===== config.mk =====
export PLATFORM = sky130hd
export DESIGN_NAME = display_scan_ctrl
export DESIGN_NICKNAME = d
export VERILOG_FILES = /design/src/rtl/display_scan_ctrl_pkg.sv /design/src/rtl/display_scan_ctrl_tick_gen.sv /design/src/rtl/display_scan_ctrl.sv
export SDC_FILE = /design/constraint.sdc
export NUM_CORES = 1
export LEC_CHECK = 0
export CORE_MARGIN = 8
export CORE_UTILIZATION = 55
export CTS_BUF_LIST = sky130_fd_sc_hd__clkbuf_8
export CTS_CLUSTER_DIAMETER = 40
export DETAILED_ROUTE_END_ITERATION = 10
export PLACE_DENSITY = 0.81
export REMOVE_ABC_BUFFERS = 1
export SYNTH_ARGS = -nofsm -noshare
export SYNTH_HDL_FRONTEND = slang
export SYNTH_SLANG_ARGS = --single-unit

===== constraint.sdc =====
create_clock -name clk -period 2.7 [get_ports clk]
set_clock_uncertainty 0.1 [all_clocks]
set_input_delay 0.405 -clock clk [delete_from_list [all_inputs] [get_ports clk]]
set_output_delay 0.405 -clock clk [all_outputs]
set_load 0.01 [all_outputs]

===== src/rtl/display_scan_ctrl_pkg.sv =====
// Shared display constants and scan-state encoding.
// The scan state value is also the digit index seen by the seven-segment driver.
package display_scan_ctrl_pkg;
   localparam int NUM_DIGITS       = 4;
   localparam int NIBBLE_W         = 4;
   localparam int DATA_W           = NUM_DIGITS * NIBBLE_W;
   localparam int SEL_W            = $clog2(NUM_DIGITS);
   localparam int TICK_DIV_DEFAULT = 100000;

   typedef enum logic [SEL_W-1:0] {
      DIG0 = 2'd0,
      DIG1 = 2'd1,
      DIG2 = 2'd2,
      DIG3 = 2'd3
   } scan_state_t;
endpackage


===== src/rtl/display_scan_ctrl_tick_gen.sv =====
// Digit-slot divider: a free-running count 0..TICK_DIV-1.
// tick is high in the last cycle of each slot.
module tick_gen #(
   parameter int TICK_DIV = 100000
) (
   input  logic clk,
   input  logic rst,
   output logic tick
);
   localparam int CNT_W = (TICK_DIV > 2) ? $clog2(TICK_DIV) : 1;
   localparam logic [CNT_W-1:0] LAST = CNT_W'(TICK_DIV - 1);

   logic [CNT_W-1:0] tick_cnt;

   assign tick = (tick_cnt == LAST);

   always_ff @(posedge clk) begin
      if (rst)
         tick_cnt <= '0;
      else if (tick)
         tick_cnt <= '0;
      else
         tick_cnt <= tick_cnt + CNT_W'(1);
   end
endmodule


===== src/rtl/display_scan_ctrl.sv =====
// Four-digit display scanner with frame-synchronous value commit.
// result only changes on the DIG3->DIG0 boundary, so a frame never shows two values.
module display_scan_ctrl
   import display_scan_ctrl_pkg::*;
#(
   parameter int TICK_DIV = TICK_DIV_DEFAULT
) (
   input  logic              clk,
   input  logic              rst,
   input  logic [DATA_W-1:0] value_in,
   input  logic              value_valid,
   input  logic              hold,
   output logic [DATA_W-1:0] result,
   output logic [SEL_W-1:0]  digitSelect,
   output logic              frame_start,
   output logic              update_ack
);
   logic              tick;
   logic              commit_edge;
   scan_state_t       state, state_nxt;
   logic [DATA_W-1:0] pending;
   logic              pending_flag;

   tick_gen #(.TICK_DIV(TICK_DIV)) u_tick (
      .clk  (clk),
      .rst  (rst),
      .tick (tick)
   );

   always_ff @(posedge clk) begin
      if (rst)
         state <= DIG0;
      else
         state <= state_nxt;
   end

   always_comb begin
      state_nxt   = state;
      commit_edge = 1'b0;
      if (tick) begin
         case (state)
            DIG0:    state_nxt = DIG1;
            DIG1:    state_nxt = DIG2;
            DIG2:    state_nxt = DIG3;
            DIG3: begin
               state_nxt   = DIG0;
               commit_edge = 1'b1;
            end
            default: state_nxt = DIG0;
         endcase
      end
   end

   assign digitSelect = state;

   // A value arriving on the commit edge bypasses pending; while held, it still queues.
   always_ff @(posedge clk) begin
      if (rst) begin
         result       <= '0;
         pending      <= '0;
         pending_flag <= 1'b0;
         frame_start  <= 1'b0;
         update_ack   <= 1'b0;
      end else begin
         frame_start <= commit_edge;
         update_ack  <= 1'b0;
         if (commit_edge && !hold) begin
            if (value_valid) begin
               result       <= value_in;
               pending_flag <= 1'b0;
               update_ack   <= 1'b1;
            end else if (pending_flag) begin
               result       <= pending;
               pending_flag <= 1'b0;
               update_ack   <= 1'b1;
            end
         end else if (value_valid) begin
            pending      <= value_in;
            pending_flag <= 1'b1;
         end
      end
   end
endmodule


==> results of run 1 <==
[Yosys cell counts, drive strengths merged (6+ instances only)]
cell / n / area share (%)
a21oi: 34 / 6.4
a311oi: 16 / 5.3
buf: 17 / 3.8
clkbuf: 11 / 1.6
dfxtp: 54 / 41
nand2: 22 / 3.1
nand2b: 18 / 4.3
nand3: 23 / 4.3
nand4: 6 / 1.7
nor2: 21 / 3.0
nor3: 22 / 4.6
nor4b: 18 / 6.2
or3: 16 / 3.8
xnor2: 8 / 2.6
xor2: 6 / 2.0
[power groups by stage]
stage	registers, mW	clock network [mW]	logic (mW)
4_1_cts	0.837	0.432	0.133
6_report	0.837	0.424	0.134
3_3_place_gp	0.854	0	0.130
5_1_grt	0.840	0.461	0.150
3_5_place_dp	0.855	0	0.133
2_1_floorplan	0.851	0	0.0662
[layer usage]
metal  track usage, %  up-vias
met4             8.28        0
li1                 -     1192
met2             28.3       62
met5                0        -
met3             5.02       10
met1             19.3     1107
[state kept, by name, indices dropped and copies added (netlist names)]
signal	cells
digitSelect	2
pending_flag	1
u_tick.tick_cnt	17
update_ack	1
frame_start	1
result	16
pending	16
[through the flow]
| step | power [mW] | util [%] | setup slack [ns] | instances |
|---|---|---|---|---|
| final | 1.39 | 66.7 | 0.451 | 397 |
| after global routing | 1.45 | 66.7 | 0.259 | 397 |
| after CTS | 1.40 | 66.7 | 0.467 | 397 |
| after detailed placement | 0.988 | 65.1 | 0.488 | 390 |
| after global placement | 0.984 | 65.1 | 0.481 | 390 |
| after floorplan | 0.917 | - | 0.318 | 284 |
[logic make-up (layout without fill, tap and decap cells)]
group / count (synthesis) / after routing / share of synthesized area (%)
adders and majority gates: 4 / 4 / 1.89
and+or+nand+nor: 157 / 157 / 34.5
DFF: 54 / 54 / 40.8
xor gates and xnor gates: 14 / 14 / 4.63
buffers and inverters: 31 / 62 / 5.81
AOI/OAI and AO/OA: 52 / 52 / 12.3
[final timing paths]
check	slack (ns)	cells after the start	end
max	0.45	6	u_tick.tick_cnt[6]
min	0.38	1	u_tick.tick_cnt[0]
max reg2reg	0.45	6	u_tick.tick_cnt[6]
min reg2reg	0.38	1	u_tick.tick_cnt[0]
[final cells by class]
type / count / share of cell area (%)
clock buffer: 5 / 2.20
clock inverter: 2 / 0.240
inverter: 3 / 0.360
multi-input combinational: 227 / 45.1
sequential: 54 / 34.5
tap: 54 / 2.16
timing repair buffer: 52 / 15.4
[cell usage in the layout, fill, tap and decap left out, drive strengths merged, types with 8 or more instances in the layout]
master,n
dfxtp,54
clkdlybuf4s50,38
a21oi,34
nand3,23
nand2,22
nor3,22
nor2,21
nand2b,18
nor4b,18
or3,16
a311oi,16
buf,14
xnor2,8
==> impl_results.md, run 1 <==
* Leakage at 1.10 nW
* Seq pwr share at 60.0%
* Die height at 85.4 um
* CP endpoint kind: flop
* Setup CP Type: flop to flop
* Slew Viols, Final at 0
* Vias in the first global route at 2319
* Post-Route Setup TNS at 0 ns
* Filler cell count at 390
* Core area at 4690 um2
* WP data required at 2.78 ns
* Internal power at 1.06 mW
* Reg area at 1080 um2
* Synthesized flop and latch total at 54
* Seq/Total Area, Yosys at 40.8%
* DP HPWL at 4260 um
* Placement Cell Area at 3060 um2
* Combinational fraction of design power at 9.6%
* Total CTS buffers at 5
* Clk buf depth at 2
* Wl on met1 at 2650 um
* WHS at 0.380 ns
* Layout area overhead at 18.3%
* Min-delay src: u_tick.tick_cnt[0]
* Syn_area_per_cell at 8.49 um2
* Largest net degree at the start of global routing at 51
* Final hold vios at 0
* VDD IR-drop max at 298 uV
* Worst-Skew Late Latency at 0.31 ns
* Critical path startpoint category: flop
* Initial DRC Count at 161
* Crit path max-delay family: simple AND/OR/NAND/NOR gates
* PostCTS Resize Cnt at 0
* First-pass GRT wire length at 10200 um
* WL/cell at 15.3 um
* Postcts setup bufs at 0
* H-tree level count at 2
* Max-cap check violation count at 0
* Post-synth EDFFs at 0
* Peak fanout along the critical path at 16
* Clock Tree Root: clkbuf_8
* Total grt overflow at 0
* Critical path arrival at 2.33 ns
* Crit share post-route at 83.3%
* Mapped Cells at 312
* I/O Pins at 40
* Sw Share at 23.9%
* Final setup fails at 0
* Via count at 2371
* Clock Power Share at 30.4%
* Final worst path period need at 2.25 ns
* Actual slew at the worst max-slew pin at 0.811 ns
* ANT nets after route at 0
* Die width at 85.4 um
* Initial Util at 56.4%
* CTS tree: done
* Ys async rst share at 0%
* Netlist cell types at 31
* Final wirelength at 6080 um
* P per Cell Area at 445 nW/um2
* Status: finished, final reports clean
* Routability cong. at 0.825
* Pre-Repair DR Iteration Count at 4
* Post-CTS Hold Buffers at 0
* Clk sinks at 54
* RSZ-0062 raised after global routing: false
* DR WL met2 at 3030 um
* Share of layout cells above drive strength 1 at 7.58%
* Number of I/O port buffers at 39
* Vias/cell at 5.97
* Worst Setup SP: u_tick.tick_cnt[0]
* Routed wl met3 at 292 um
* P_sw at 0.334 mW
* Footprint of the multi-input gates at 1410 um2
* Slowest-stage cell, CP: nand2b_1
* Worst R2R Start: u_tick.tick_cnt[0]
* GRT Util Overall at 17.0%
* Clock slew at reported path FFs at 0.09 ns
* Relative slew slack at 45.9%
* Rows at 25
* Top sig layer: met4
* Design area at 3130 um2
* Crit path cell chain: ha_1 > and4_1 > nand4_2 > buf_4 > nand2b_1 > nor2_1
* HP Class: flop to flop
* Nets at 367
* Post-synth top flop: dfxtp_1
* Die Area at 7290 um2
* FMAX at 445 MHz
* Initial antenna violation count at 0
* DRC Markers at 0
* Largest stage delay on the critical path at 0.48 ns
* Buf/Inv on CP at 1
* # diodes at 0
* Syn. warnings at 0
* Netlist area before placement at 2650 um2
Power figures use the tool's default switching activity.
==> run 2: changes to the inputs <==
Settings changed: CORE_UTILIZATION 55 to 50, PLACE_DENSITY 0.81 to 0.78.
Clock period 2.7 ns to 1.9 ns, I/O delays scaled along.
==> run 2 against run 1 <==
Total power increased by 45%. First-iteration DRC count shrank 8.7%. Die area increased by 8.1%. Register-to-register slack got worse by 0.40 ns. Final cell count rose by 9.1%. Worst hold slack worse by 0.023 ns. Setup slack got worse by 0.40 ns. Design area increased by 9.5%.
==> impl_results.md, run 2 (synthesis gave the netlist of run 1 again) <==
* Status: finished, final reports clean
* Largest net degree at the start of global routing at 71
* Clock Tree Root: clkbuf_8
* Via count at 2470
* DRC Markers at 0
* CP endpoint kind: flop
* Number of I/O port buffers at 39
* Max-cap check violation count at 0
* Core area at 5110 um2
* P per Cell Area at 591 nW/um2
* Most common cell after layout, fill and taps aside: dfxtp_1
* Relative slew slack at 74.6%
* Initial antenna violation count at 0
* # diodes at 0
* Final setup fails at 0
* Routability cong. at 0.845
* Final worst path period need at 1.85 ns
* I/O Pins at 40
* Final hold vios at 0
* Initial DRC Count at 147
* Vias/cell at 5.70
* Final wirelength at 6400 um
* Total grt overflow at 0
* Actual slew at the worst max-slew pin at 0.377 ns
* Critical path arrival at 1.94 ns
* Clk sinks at 54
* Die width at 88.8 um
* Final WS setup at 0.0535 ns
* First-pass GRT wire length at 10400 um
* WP data required at 1.99 ns
* Highest-count cells in the layout ignoring fill and taps: 54 x dfxtp_1, 38 x clkdlybuf4s50_1, 34 x a21oi_1
* Placed cell count at 425
* Pre-CTS WS at 0.0111 ns
* Die height at 88.8 um
* Leakage at 1.25 nW
* WL/cell at 14.8 um
* H-tree level count at 2
* GRT Util Overall at 16.5%
* Initial Util at 51.8%
* Layout area overhead at 29.6%
* HP Class: input port to flop
* Nets at 388
* Crit share post-route at 97.2%
* Clock slew at reported path FFs at 0.09 ns
* Max reg flops at 17
* Clk buf depth at 2
* DP HPWL at 4180 um
* Peak fanout along the critical path at 16
* Critical path startpoint category: flop
* Vias in the first global route at 2286
* Final cell count without fillers at 433
* Slew Viols, Final at 0
* Setup CP Type: flop to flop
* Top Registers: u_tick.tick_cnt (17), pending (16), result (16)
* Pre-Repair DR Iteration Count at 4
* VDD IR-drop max at 541 uV
* FMAX at 542 MHz
* Total CTS buffers at 5
* Largest Register: u_tick.tick_cnt
* ANT nets after route at 0
* Core Util, Final at 67.2%
* CTS tree: done
* Share of layout cells above drive strength 1 at 13.8%
* Worst-Skew Late Latency at 0.30 ns
* Rows at 26
* Die Area at 7880 um2
-- run 2: cell count changes in the layout (fill, tap and decap cells not counted), sizes merged --
cell	before	now
buf	14	34
clkbuf	5	7
inv	5	3
-- run 2: layout make-up --
cell class | instances | area (um2)
clock buffers | 6 | 82.6
fillers | 417 | 1680
multi-input cells | 227 | 1440
flip-flops and latches | 54 | 1080
inverters | 3 | 11.3
repair buffers | 73 | 733
well taps | 70 | 87.6
-- run 2: final timing paths --
check                            from                   to  slack (ns)  cells past startpoint
setup / recovery   u_tick.tick_cnt[1]           pending[2]        0.05                      6
hold / removal                    rst       digitSelect[1]        0.36                      3
setup reg to reg   u_tick.tick_cnt[1]           pending[2]        0.05                      6
hold reg to reg   u_tick.tick_cnt[15]  u_tick.tick_cnt[15]        0.41                      2
-- run 2: worst max-delay path, cell delays in order (launching register included) --
cell and delay [ns]:
dfxtp_1 0.34, ha_1 0.16, and4_4 0.26, and4_4 0.27, clkbuf_16 0.19, nor3_1 0.05
or3_1 0.37
-- run 2: power breakdown --
group          leakage, nW  internal (mW)  switching [mW]
sequential           0.441           1.17          0.0165
clock               0.0431          0.282           0.345
combinational        0.763          0.113           0.102
-- run 2: per-stage QoR --
stage,TNS [ns],power [mW],cell area (um2),hold slack [ns]
after floorplan,-15.62,1.30,2500,0.254
after global placement,0,1.42,3290,0.381
after detailed placement,0,1.42,3290,0.393
after CTS,0,2.04,3380,0.357
after global routing,-0.110,2.13,3430,0.371
final,0,2.03,3430,0.357
-- run 2: timing repair --
item                       CTS  global route
resized for setup            1             5
pin swaps                    0             2
buffers inserted             0             1
setup endpoints to repair    6            23
cloned                       0             1
hold buffers                 0             0
-- run 2: metal layers --
| layer | track usage [%] | part of all wire [%] | vias up |
|---|---|---|---|
| li1 | - | - | 1238 |
| met1 | 20.7 | 47 | 1161 |
| met5 | 0 | 0 | - |
| met3 | 5.57 | 4.7 | 9 |
| met2 | 26.3 | 47 | 62 |
| met4 | 3.84 | 1.2 | 0 |
==> run 3: changes to the inputs <==
--- a/config.mk
+++ b/config.mk
@@ -11,4 +11,5 @@
 export CTS_CLUSTER_DIAMETER = 40
 export DETAILED_ROUTE_END_ITERATION = 10
+export MAX_ROUTING_LAYER = met4
 export PLACE_DENSITY = 0.78
 export REMOVE_ABC_BUFFERS = 1
==> constraint.sdc (replaced) <==
create_clock -name clk -period 1.9 [get_ports clk]
set_clock_uncertainty 0.1 [all_clocks]
set_input_delay 0.38 -clock clk [delete_from_list [all_inputs] [get_ports clk]]
set_output_delay 0.38 -clock clk [all_outputs]
set_load 0.01 [all_outputs]
==> run 3 against run 2 <==
Register-to-register slack lost 0.03 ns. Total power grew 1.4%. Utilization grew 2.7 points. Design area grew 4.0%. Non-clock buffer count grew 14. Worst hold slack gained 0.032 ns. Sequential share of layout area shrank 1.1 points. Setup slack lost 0.031 ns. Fmax shrank 1.7%. Combinational power grew 8%. Largest power group unchanged. Highest routed layer unchanged.
==> impl_results.md, run 3 (synthesis gave the netlist of run 1 again) <==
* Met2 usage in global routing at 28.8%
* Placed cell count at 437
* H-tree level count at 2
* Initial DRC Count at 143
* P_sw at 0.476 mW
* DP HPWL at 4540 um
* Final hold vios at 0
* Crit share post-route at 98.8%
* Share of layout cells above drive strength 1 at 18.3%
* Critical path arrival at 1.97 ns
* # diodes at 0
* Actual slew at the worst max-slew pin at 0.346 ns
* Number of I/O port buffers at 39
* Slew Viols, Final at 0
* M1 GR Usage at 20.1%
* Layout area overhead at 34.8%
* Crit path max-delay family: simple AND/OR/NAND/NOR gates
* Placement Cell Area at 3370 um2
* Largest net degree at the start of global routing at 49
* Highest-count cells in the layout ignoring fill and taps: 51 x dfxtp_1, 41 x buf_4, 38 x clkdlybuf4s50_1
* P per Cell Area at 576 nW/um2
* Die height at 88.8 um
* Nets at 402
* I/O Pins at 40
* Grt peak-use layer: met2
* Peak fanout along the critical path at 16
* Internal power at 1.58 mW
* Leakage at 1.31 nW
* WP data required at 1.99 ns
* Vias in the first global route at 2358
* Via count at 2538
* Post-CTS Hold Buffers at 0
* Clk buf depth at 2
* Top Registers: u_tick.tick_cnt (17), pending (16), result (16)
* Final worst path period need at 1.88 ns
* Final cell count without fillers at 447
* Slowest-stage cell, CP: nor4b_4
* Pre-CTS WS at -0.0423 ns
* Routability cong. at 0.901
* Largest Register: u_tick.tick_cnt
* Filler cell count at 406
* Buf/Inv on CP at 1
* Clock Power Share at 30.9%
* Design area at 3570 um2
* FMAX at 533 MHz
* Core area at 5110 um2
* Reg area at 1080 um2
* CP endpoint kind: flop
* Footprint of the multi-input gates at 1460 um2
* Seq pwr share at 57.8%
* DRC Markers at 0
* Grt met3 use at 4.18%
* Status: finished, final reports clean
* Initial Util at 51.8%
* Pre-Repair DR Iteration Count at 4
* Max reg flops at 17
* First-pass GRT wire length at 10600 um
* Sw Share at 23.2%
* Worst-Skew Late Latency at 0.30 ns
* Total grt overflow at 0
* Core Util, Final at 69.9%
* Crit path cell chain: nor4b_4 > and4_4 > clkbuf_16 > nor3_4 > or3_1
* Setup CP Type: flop to flop
* Initial antenna violation count at 0
* Largest stage delay on the critical path at 0.37 ns
* CTS tree: done
* Max-cap check violation count at 0
* Combinational fraction of design power at 11.3%
* Total CTS buffers at 5
* Vias/cell at 5.68
* Final setup fails at 0
* Final WS setup at 0.0224 ns
* Rows at 26
* Clock Tree Root: clkbuf_8
* Most common cell after layout, fill and taps aside: dfxtp_1
* Critical path startpoint category: flop
* GRT Util Overall at 17.2%
* Final wirelength at 6620 um
* Relative slew slack at 76.6%
* Clock slew at reported path FFs at 0.09 ns
* Die Area at 7880 um2
* WL/cell at 14.8 um
* Clk sinks at 54
* Die width at 88.8 um
* VDD IR-drop max at 338 uV
* ANT nets after route at 0
* HP Class: flop to flop
-- run 3: cell type report --
cell class	count	area share [%]
Timing Repair Buffer	87	23.6
Sequential cell	54	30.4
Inverter	3	0.316
Tap cell	70	2.45
Multi-Input combinational cell	227	40.9
Clock buffer	6	2.31
-- run 3: worst register-to-register path, stage by stage, from the launching register on --
cell	delay, ns
dfxtp_2	0.35
nor4b_4	0.37
and4_4	0.35
clkbuf_16	0.20
nor3_4	0.05
or3_1	0.35
-- run 3: routing by layer --
layer / wire length (um) / vias up
li1: - / 1271
met1: 3040 / 1205
met2: 3260 / 58
met3: 288 / 4
met4: 40 / 0
met5: 0 / -
-- run 3: final timing paths --
| path | start | cells after the start | to | slack (ns) |
|---|---|---|---|---|
| worst max-delay path | u_tick.tick_cnt[11] | 5 | pending[4] | 0.02 |
| worst max register to register | u_tick.tick_cnt[11] | 5 | pending[4] | 0.02 |
| worst min register to register | u_tick.tick_cnt[15] | 2 | u_tick.tick_cnt[15] | 0.39 |
| worst min-delay path | u_tick.tick_cnt[15] | 2 | u_tick.tick_cnt[15] | 0.39 |
-- run 3: stage by stage --
step | TNS [ns] | power [mW] | hold WS, ns
after global routing | -0.00927 | 2.15 | 0.424
after floorplan | -15.62 | 1.30 | 0.330
after CTS | 0 | 2.06 | 0.395
after detailed placement | -0.453 | 1.44 | 0.382
final | 0 | 2.05 | 0.389
after global placement | -0.0653 | 1.43 | 0.375
-- run 3: power by group through the flow --
stage               clock, mW  sequential, mW  combinational [mW]
CTS                     0.643            1.19               0.228
global route            0.698            1.19               0.255
global placement            0            1.21               0.223
detailed placement          0            1.21               0.228
finish                  0.634            1.19               0.233
floorplan                   0            1.21              0.0940
-- run 3: repair_timing --
action,in CTS,in global routing
endpoints found under the setup margin,12,44
pin swaps,0,1
resized for setup,2,10
setup buffers,0,2
gates cloned,0,2
